==> config.mk <==
export PLATFORM = sky130hd
export DESIGN_NAME = download_buffer
export DESIGN_NICKNAME = d
export VERILOG_FILES = /design/src/rtl/download_buffer.sv
export SDC_FILE = /design/constraint.sdc
export NUM_CORES = 1
export LEC_CHECK = 0
export ABC_AREA = 1
export ABC_CLOCK_PERIOD_IN_PS = 3600
export CAP_MARGIN = 20
export CORE_AREA = 2 2 164 166
export DETAILED_ROUTE_END_ITERATION = 12
export DIE_AREA = 0 0 166 168
export PLACE_DENSITY = 0.79
export RECOVER_POWER = 100
export SLEW_MARGIN = 10
export SYNTH_ARGS = -nofsm -noshare
export SYNTH_HDL_FRONTEND = slang
export SYNTH_SLANG_ARGS = --single-unit
==> constraint.sdc <==
create_clock -name clock -period 3.6 [get_ports clock]
set_input_delay 1.08 -clock clock [delete_from_list [all_inputs] [get_ports clock]]
set_output_delay 1.08 -clock clock [all_outputs]
set_load 0.01 [all_outputs]
==> src/rtl/download_buffer.sv <==
// Elastic FIFO between the HPS ioctl download port and Main's download port.
// Replays queued {addr, data} words under waitReq backpressure and throttles the HPS via ioctl_wait.
module download_buffer #(
  parameter int DEPTH  = 8,
  parameter int SLACK  = 2,
  parameter int ADDR_W = 25,
  parameter int DATA_W = 16
) (
  input  logic              clock,
  input  logic              reset_n,
  input  logic              ioctl_download,
  input  logic              ioctl_wr,
  input  logic [ADDR_W-1:0] ioctl_addr,
  input  logic [DATA_W-1:0] ioctl_dout,
  output logic              ioctl_wait,
  output logic              dl_cs,
  output logic              dl_wr,
  output logic [ADDR_W-1:0] dl_addr,
  output logic [DATA_W-1:0] dl_dout,
  input  logic              dl_waitReq,
  output logic              overflow,
  output logic [23:0]       words_done
);

  localparam int PW = $clog2(DEPTH);
  localparam int CW = PW + 1;
  localparam int EW = ADDR_W + DATA_W;
  localparam logic [CW-1:0] FULL_CNT = CW'(DEPTH);
  localparam logic [CW-1:0] WAIT_TH  = CW'(DEPTH - SLACK);

  typedef enum logic [1:0] {IDLE, ACTIVE, DRAIN} state_t;

  state_t            state_q;
  logic [EW-1:0]     mem_q [DEPTH];
  logic [PW-1:0]     wr_ptr_q, wr_ptr_d;
  logic [PW-1:0]     rd_ptr_q, rd_ptr_d;
  logic [CW-1:0]     count_q, count_d;
  logic              dl_cs_q, overflow_q, wait_q;
  logic [23:0]       words_done_q;
  logic              push, pop, full, push_ok, drop;
  logic [EW-1:0]     head;

  always_comb begin
    push     = ioctl_wr & ioctl_download;
    pop      = dl_wr & ~dl_waitReq;
    full     = (count_q == FULL_CNT);
    // At full, a same-cycle pop frees the slot so the push is still accepted.
    push_ok  = push & (~full | pop);
    drop     = push & full & ~pop;
    wr_ptr_d = push_ok ? wr_ptr_q + PW'(1) : wr_ptr_q;
    rd_ptr_d = pop ? rd_ptr_q + PW'(1) : rd_ptr_q;
    count_d  = count_q;
    case ({push_ok, pop})
      2'b10:   count_d = count_q + CW'(1);
      2'b01:   count_d = count_q - CW'(1);
      default: count_d = count_q;
    endcase
  end

  assign dl_wr      = (count_q != '0);
  assign head       = mem_q[rd_ptr_q];
  // Storage is not reset; mask the head so an empty FIFO presents zeros.
  assign dl_addr    = dl_wr ? head[EW-1:DATA_W] : '0;
  assign dl_dout    = dl_wr ? head[DATA_W-1:0] : '0;
  assign dl_cs      = dl_cs_q;
  assign overflow   = overflow_q;
  assign ioctl_wait = wait_q;
  assign words_done = words_done_q;

  always_ff @(posedge clock) begin
    if (push_ok) mem_q[wr_ptr_q] <= {ioctl_addr, ioctl_dout};
  end

  always_ff @(posedge clock or negedge reset_n) begin
    if (!reset_n) begin
      state_q      <= IDLE;
      wr_ptr_q     <= '0;
      rd_ptr_q     <= '0;
      count_q      <= '0;
      dl_cs_q      <= 1'b0;
      overflow_q   <= 1'b0;
      wait_q       <= 1'b0;
      words_done_q <= '0;
    end else begin
      wr_ptr_q <= wr_ptr_d;
      rd_ptr_q <= rd_ptr_d;
      count_q  <= count_d;
      wait_q   <= (count_d >= WAIT_TH);
      if (drop) overflow_q <= 1'b1;
      if (pop && (words_done_q != '1)) words_done_q <= words_done_q + 24'd1;
      case (state_q)
        IDLE: begin
          if (ioctl_download) begin
            state_q      <= ACTIVE;
            dl_cs_q      <= 1'b1;
            overflow_q   <= 1'b0;
            words_done_q <= '0;
          end
        end
        ACTIVE: begin
          if (!ioctl_download) begin
            if (count_q == '0) begin
              state_q <= IDLE;
              dl_cs_q <= 1'b0;
            end else begin
              state_q <= DRAIN;
            end
          end
        end
        DRAIN: begin
          // A re-raised download resumes the current one without clearing stats.
          if (ioctl_download) begin
            state_q <= ACTIVE;
          end else if (count_d == '0) begin
            state_q <= IDLE;
            dl_cs_q <= 1'b0;
          end
        end
        default: begin
          state_q <= IDLE;
          dl_cs_q <= 1'b0;
        end
      endcase
    end
  end

endmodule
Word level (Yosys, flattened, before mapping)
Memory sizes are Yosys's and may differ from the RTL's.
Cells that the tools add are included.
{"block": "totals", "n_memories": 1, "register_bits": 39, "ram_bits": 328, "input_bits": 46}
{"block": "classes", "n_reduce_logical": 7, "addsub": 5, "n_lt_le_gt_ge": 1, "bitwise": 9, "muxes": 23, "n_eq_ne": 12}
{"memory": "mem_q", "depth": 8, "width": 41, "read_ports": 1, "rd_clocked_by_memory_dff": 0, "wr": 1, "line_no": "34", "source": "logic [EW-1:0] mem_q [DEPTH];"}
{"cell": "$mux W24", "count": 3}
{"cell": "$mux W25", "count": 1}
{"cell": "$add A24 B1 Y24 const B", "count": 1}
{"cell": "$ne A24 B24 Y1 const B", "count": 1}
{"cell": "$mux W16", "count": 1}
{"cell": "$mux W1", "count": 10}
{"cell": "$mux W2", "count": 5}
{"cell": "$ne A2 B2 Y1 const B", "count": 5}
{"cell": "$logic_not A4 Y1", "count": 2}
{"cell": "$pmux W4 S2", "count": 1}
{"cell": "$add A3 B1 Y3 const B", "count": 2}
{"cell": "$pmux W2 S3", "count": 1}
{"cell": "$and A1 B1 Y1", "count": 5}
{"cell": "$reduce_and A5 Y1", "count": 1}
{"cell": "$add A4 B1 Y4 const B", "count": 1}
{"cell": "$eq A2 B1 Y1 const B", "count": 2}
{"cell": "$eq A2 B2 Y1 const B", "count": 2}
{"cell": "$eq A4 B4 Y1 const B", "count": 1}
{"cell": "$ge A4 B3 Y1 const B", "count": 1}
{"cell": "$reduce_bool A4 Y1", "count": 1}
{"cell": "$sub A4 B1 Y4 const B", "count": 1}
{"cell": "$ne A3 B3 Y1 const B", "count": 1}
{"cell": "$not A1 Y1", "count": 3}
{"cell": "$pmux W1 S3", "count": 1}
{"cell": "other kinds (4)", "count": 4}

Longest topological paths before layout
{"block": "depth", "word_depth": 10, "mapped_depth": 18}

Worst setup path after synthesis
No wires, ideal clock.
{"block": "synth_path", "path_kind": "input to register", "from": "in ioctl_download", "to": "mem mem_q[0][0] (netlist bit) (enable)", "slack_ns": -0.412, "stages": 6, "t_arrival_ns": 3.573, "path_cell_list": "buf_4 -> nand2_1 -> inv_1 -> nand2_1 -> or2_2 -> nor2_1"}
{"block": "synth_via", "elab_chain_cells": 4}
{"element": "from (decl)", "line_no": "11", "source": "input logic ioctl_download,"}
{"element": "$and A1 B1 Y1", "line_no": "44", "source": "push = ioctl_wr & ioctl_download;"}
{"element": "$and A1 B1 Y1", "line_no": "48", "source": "push_ok = push & (~full | pop);"}
{"element": "$mux W1", "line_no": "71", "source": "if (push_ok) mem_q[wr_ptr_q] <= {ioctl_addr, ioctl_dout};"}
{"element": "$mux W1 (not written as such)", "line_no": "71"}
{"element": "to (decl)", "line_no": "34"}
No other way between the ends.

Final worst setup path
{"block": "layout_path", "from": "reg rd_ptr_q[0]", "to": "out dl_addr[8]"}
{"block": "layout_via", "elab_chain_cells": 2}
{"element": "from (decl)", "line_no": "36", "source": "logic [PW-1:0] rd_ptr_q, rd_ptr_d;"}
{"element": "from (signal assigned)", "line_no": "86", "source": "rd_ptr_q <= rd_ptr_d;"}
{"element": "$mem_v2 Z8 W41"}
{"element": "$mux W25", "line_no": "63", "source": "assign dl_addr = dl_wr ? head[EW-1:DATA_W] : '0;"}
{"element": "to (decl)", "line_no": "18", "source": "output logic [ADDR_W-1:0] dl_addr,"}
No other way between the ends.

==> metrics.md <==
| Metric | Value |
|---|---|
| Clock sinks | 367 |
| Worst-skew pair later-pin latency | 530 ps |
| DRT iter0 DRCs | roughly 1,300 |
| Grt ovf | 0 |
| Sequential area share after synthesis | 0.724 |
| Pins Over Slew Limit | 40 |
| Placed insts | about 1,700 |
| Hold path cells | 2 |
| Die width | around 170 µm |
| CTS Root Cell | clkbuf_16 |
| Top-Level Pins | 115 |
| Crit path to | dl_addr[8] |
| Fmax | 282 MHz |
| Antenna Violating Nets Remaining | 0 |
| Failing checks | capacitance limit, slew limit |
| R2R cell count | 10 |
| Initial antenna violation count | 4 |
| CP Class | register to output pin |
| Setup-failing EPs final | 0 |
| Multi-input logic area | around 3600 µm² |
| Req. time, crit path | 2520 ps |
| Critical Path Sink Type | output pin |
| RePlAce Congestion | 0.898 |
| Hold Worst Slack | 487 ps |
| Syn_nets | 1,283 |
| Top Metal Used | met5 |
| Period utilization | 0.984 |
| Routed wire per std cell | 20.3 µm |
| WL met2 | 17.0 mm |
| Row cnt | 60 |
| Max Cap Viol | 1 |
| Clk buf depth | 3 |
| Most common cell after layout, fill and taps aside | edfxtp_1 |
| Met3 wire len | 3.26 mm |
| Synth Register Bits | 367 |
| Mapped cell area | 15,000 µm² |
| Place WS | 375 ps |
| CTS tree | done |
| # hold bufs at CTS | 0 |
| Outcome | finished with violations |
| HPWL after DPL | ~19 mm |
| Final WS setup | 59.3 ps |
| GRT Total Usage | 0.249 |
| Wl on met1 | 13.4 mm |
| Starting Density | 0.568 |
| Register area | roughly 11,000 µm² |
| Synth Area per Inst | 12.1 µm² |
| Finished Layout Cells | 1,729 |
| CP startpoint | rd_ptr_q[0] |
| Share of post-route cells with drive strength above 1 | 0.0736 |
| Fillcell total | 1,785 |
| Pre-antenna DRT Iters | 5 |
| Die area | 27,900 µm² |
| DR vias | 10,400 |
| Buffers added on ports | between 100 and 150 |
| Power, Total | 14.3 mW |
| Maximum VDD drop | 615 µV |
| Commonest cells after routing, fill and taps aside | 328 x edfxtp_1, 295 x nor2_1, 214 x o21ai_0 |
| Final min period | 3540 ps |
| Setup Skew | 8.50 ps |
| Slew HR | -0.455 |
| Largest net degree at the start of global routing | 84 |
| Layout area overhead | 19.1% |
| YS warnings | 0 |
| CTS buffer count | 37 |
| DR vias/cell | ~6 |
| Pleak | approximately 6.3 nW |
| First-pass GRT wire length | 54.6 mm |
| Flop2flop setup slack | 860 ps |
| Actual slew at the worst max-slew pin | roughly 2200 ps |
| CP startpoint kind | register |
| Nets@finish | between 1,000 and 1,500 |
| Routed wire length | 35.2 mm |
| Number of global-route vias before repair | 10,200 |
| Htree depth | 2 |
| Die Y | about 170 µm |
| Worst r2r dst | words_done[13] |
| Final Hold Viols | 0 |
| Worst-path fanout max | 17 |
| HP Class | register to register |
| Drt drc | 0 |
| Clock transition at path regs | ~60 ps |
| Post-synth cell types | 36 |
| Critical R2R Launch | count_q[1] |
| Syn Inst Count | between 1,000 and 1,500 |
| Pwr/cell area | approximately 800 nW/µm² |
| Core area | 26,400 µm² |
| CP arrival | ~2500 ps |
## worst min path at each step
| stage | from | end |
|---|---|---|
| floorplan | state_q[1] | state_q[0] |
| global placement | dl_cs | dl_cs |
| detailed placement | dl_cs | dl_cs |
| CTS | dl_cs | dl_cs |
| global route | dl_cs | dl_cs |
| finish | dl_cs | dl_cs |
## where the power goes
group	internal [mW]	total (mW)	switching [mW]	leakage, nW
clock network	2.26	3.82	1.56	0.593
logic	1.97	5.22	3.25	2.21
registers	5.03	5.26	0.221	3.46
## state kept, by name (all words and copies together), names as in the netlist
signal      cells
wr_ptr_q        3
count_q         4
dl_cs           1
overflow        1
mem_q         328
state_q         2
words_done     24
rd_ptr_q        3
ioctl_wait      1
## synthesized netlist by cell type
cell type,count,area (µm²)
nor3b_1,1,7.51
edfxtp_1,328,9850
buf_6,3,33.8
ha_1,4,50.1
o22ai_1,41,257
o31ai_1,1,7.51
nor2_1,294,1100
nand3_1,16,80.1
inv_1,39,146
nor3_4,1,16.3
buf_1,7,26.3
or2_2,1,6.26
nor3_2,2,20.0
nor3_1,12,60.1
clkbuf_1,46,173
xnor2_1,5,43.8
nand2_1,63,236
a211oi_1,3,22.5
nand4_1,11,68.8
a31oi_1,42,263
xor2_1,15,131
dfrtp_1,39,976
o21ai_1,4,20.0
buf_4,2,15.0
a21boi_0,1,7.51
nand3_4,1,17.5
a221oi_2,2,30.0
nor2_2,1,6.26
nand2_2,4,25.0
a211oi_2,4,50.1
buf_2,16,80.1
nand2_4,1,11.3
a21oi_1,7,35.0
nand3_2,1,10.0
inv_2,3,11.3
o21ai_0,212,1060
## metrics by stage
stage	TNS (ps)	instance area [µm²]	utilization
after detailed placement	0	16800	0.637
after floorplan	-67560	15000	-
final	0	17800	0.676
after global routing	-3.74	17800	0.676
after CTS	-78.2	18200	0.691
after global placement	0	16800	0.637
## routing by layer
layer,up-vias,GRT usage
met5,-,0
met4,2,0.110
met3,123,0.0442
met2,545,0.415
met1,4978,0.325
li1,4705,-
## worst max-delay path, stage by stage, from the launching register on
cell and delay (ps):
dfrtp_4 490, buf_6 170, clkbuf_4 320, nor2_1 90, nor2_1 120, o21ai_0 120, a31oi_1 300, dlygate4sd2_1 310
## logic make-up (layout without fill, tap and decap cells)
logic type	Yosys count	count (layout)	synth area share
AND/OR/NAND/NOR	409	409	0.112
flip-flops	367	367	0.724
AO/OA/AOI/OAI	317	317	0.117
buffers and inverters	116	268	0.0325
XOR/XNOR	20	20	0.0117
adder cells (fa/ha/maj)	4	4	0.00335
other	0	3	0
## what timing repair did
action / in CTS / in global routing
gates resized for setup: 42 / 18
cloned: 5 / 1
buffers inserted: 4 / 0
setup endpoints to repair: 38 / 12
pin swaps: 2 / 0
## area by class of cell
type	instances	share of cell area
flip-flops and latches	367	0.608
multi-input cells	750	0.202
repair buffers	160	0.0888
clock buffers	48	0.0560
well taps	341	0.0239
clock inverters	18	0.0119
inverters	42	0.00927
diodes	3	0.000421
(Power assumes the default switching activity.)
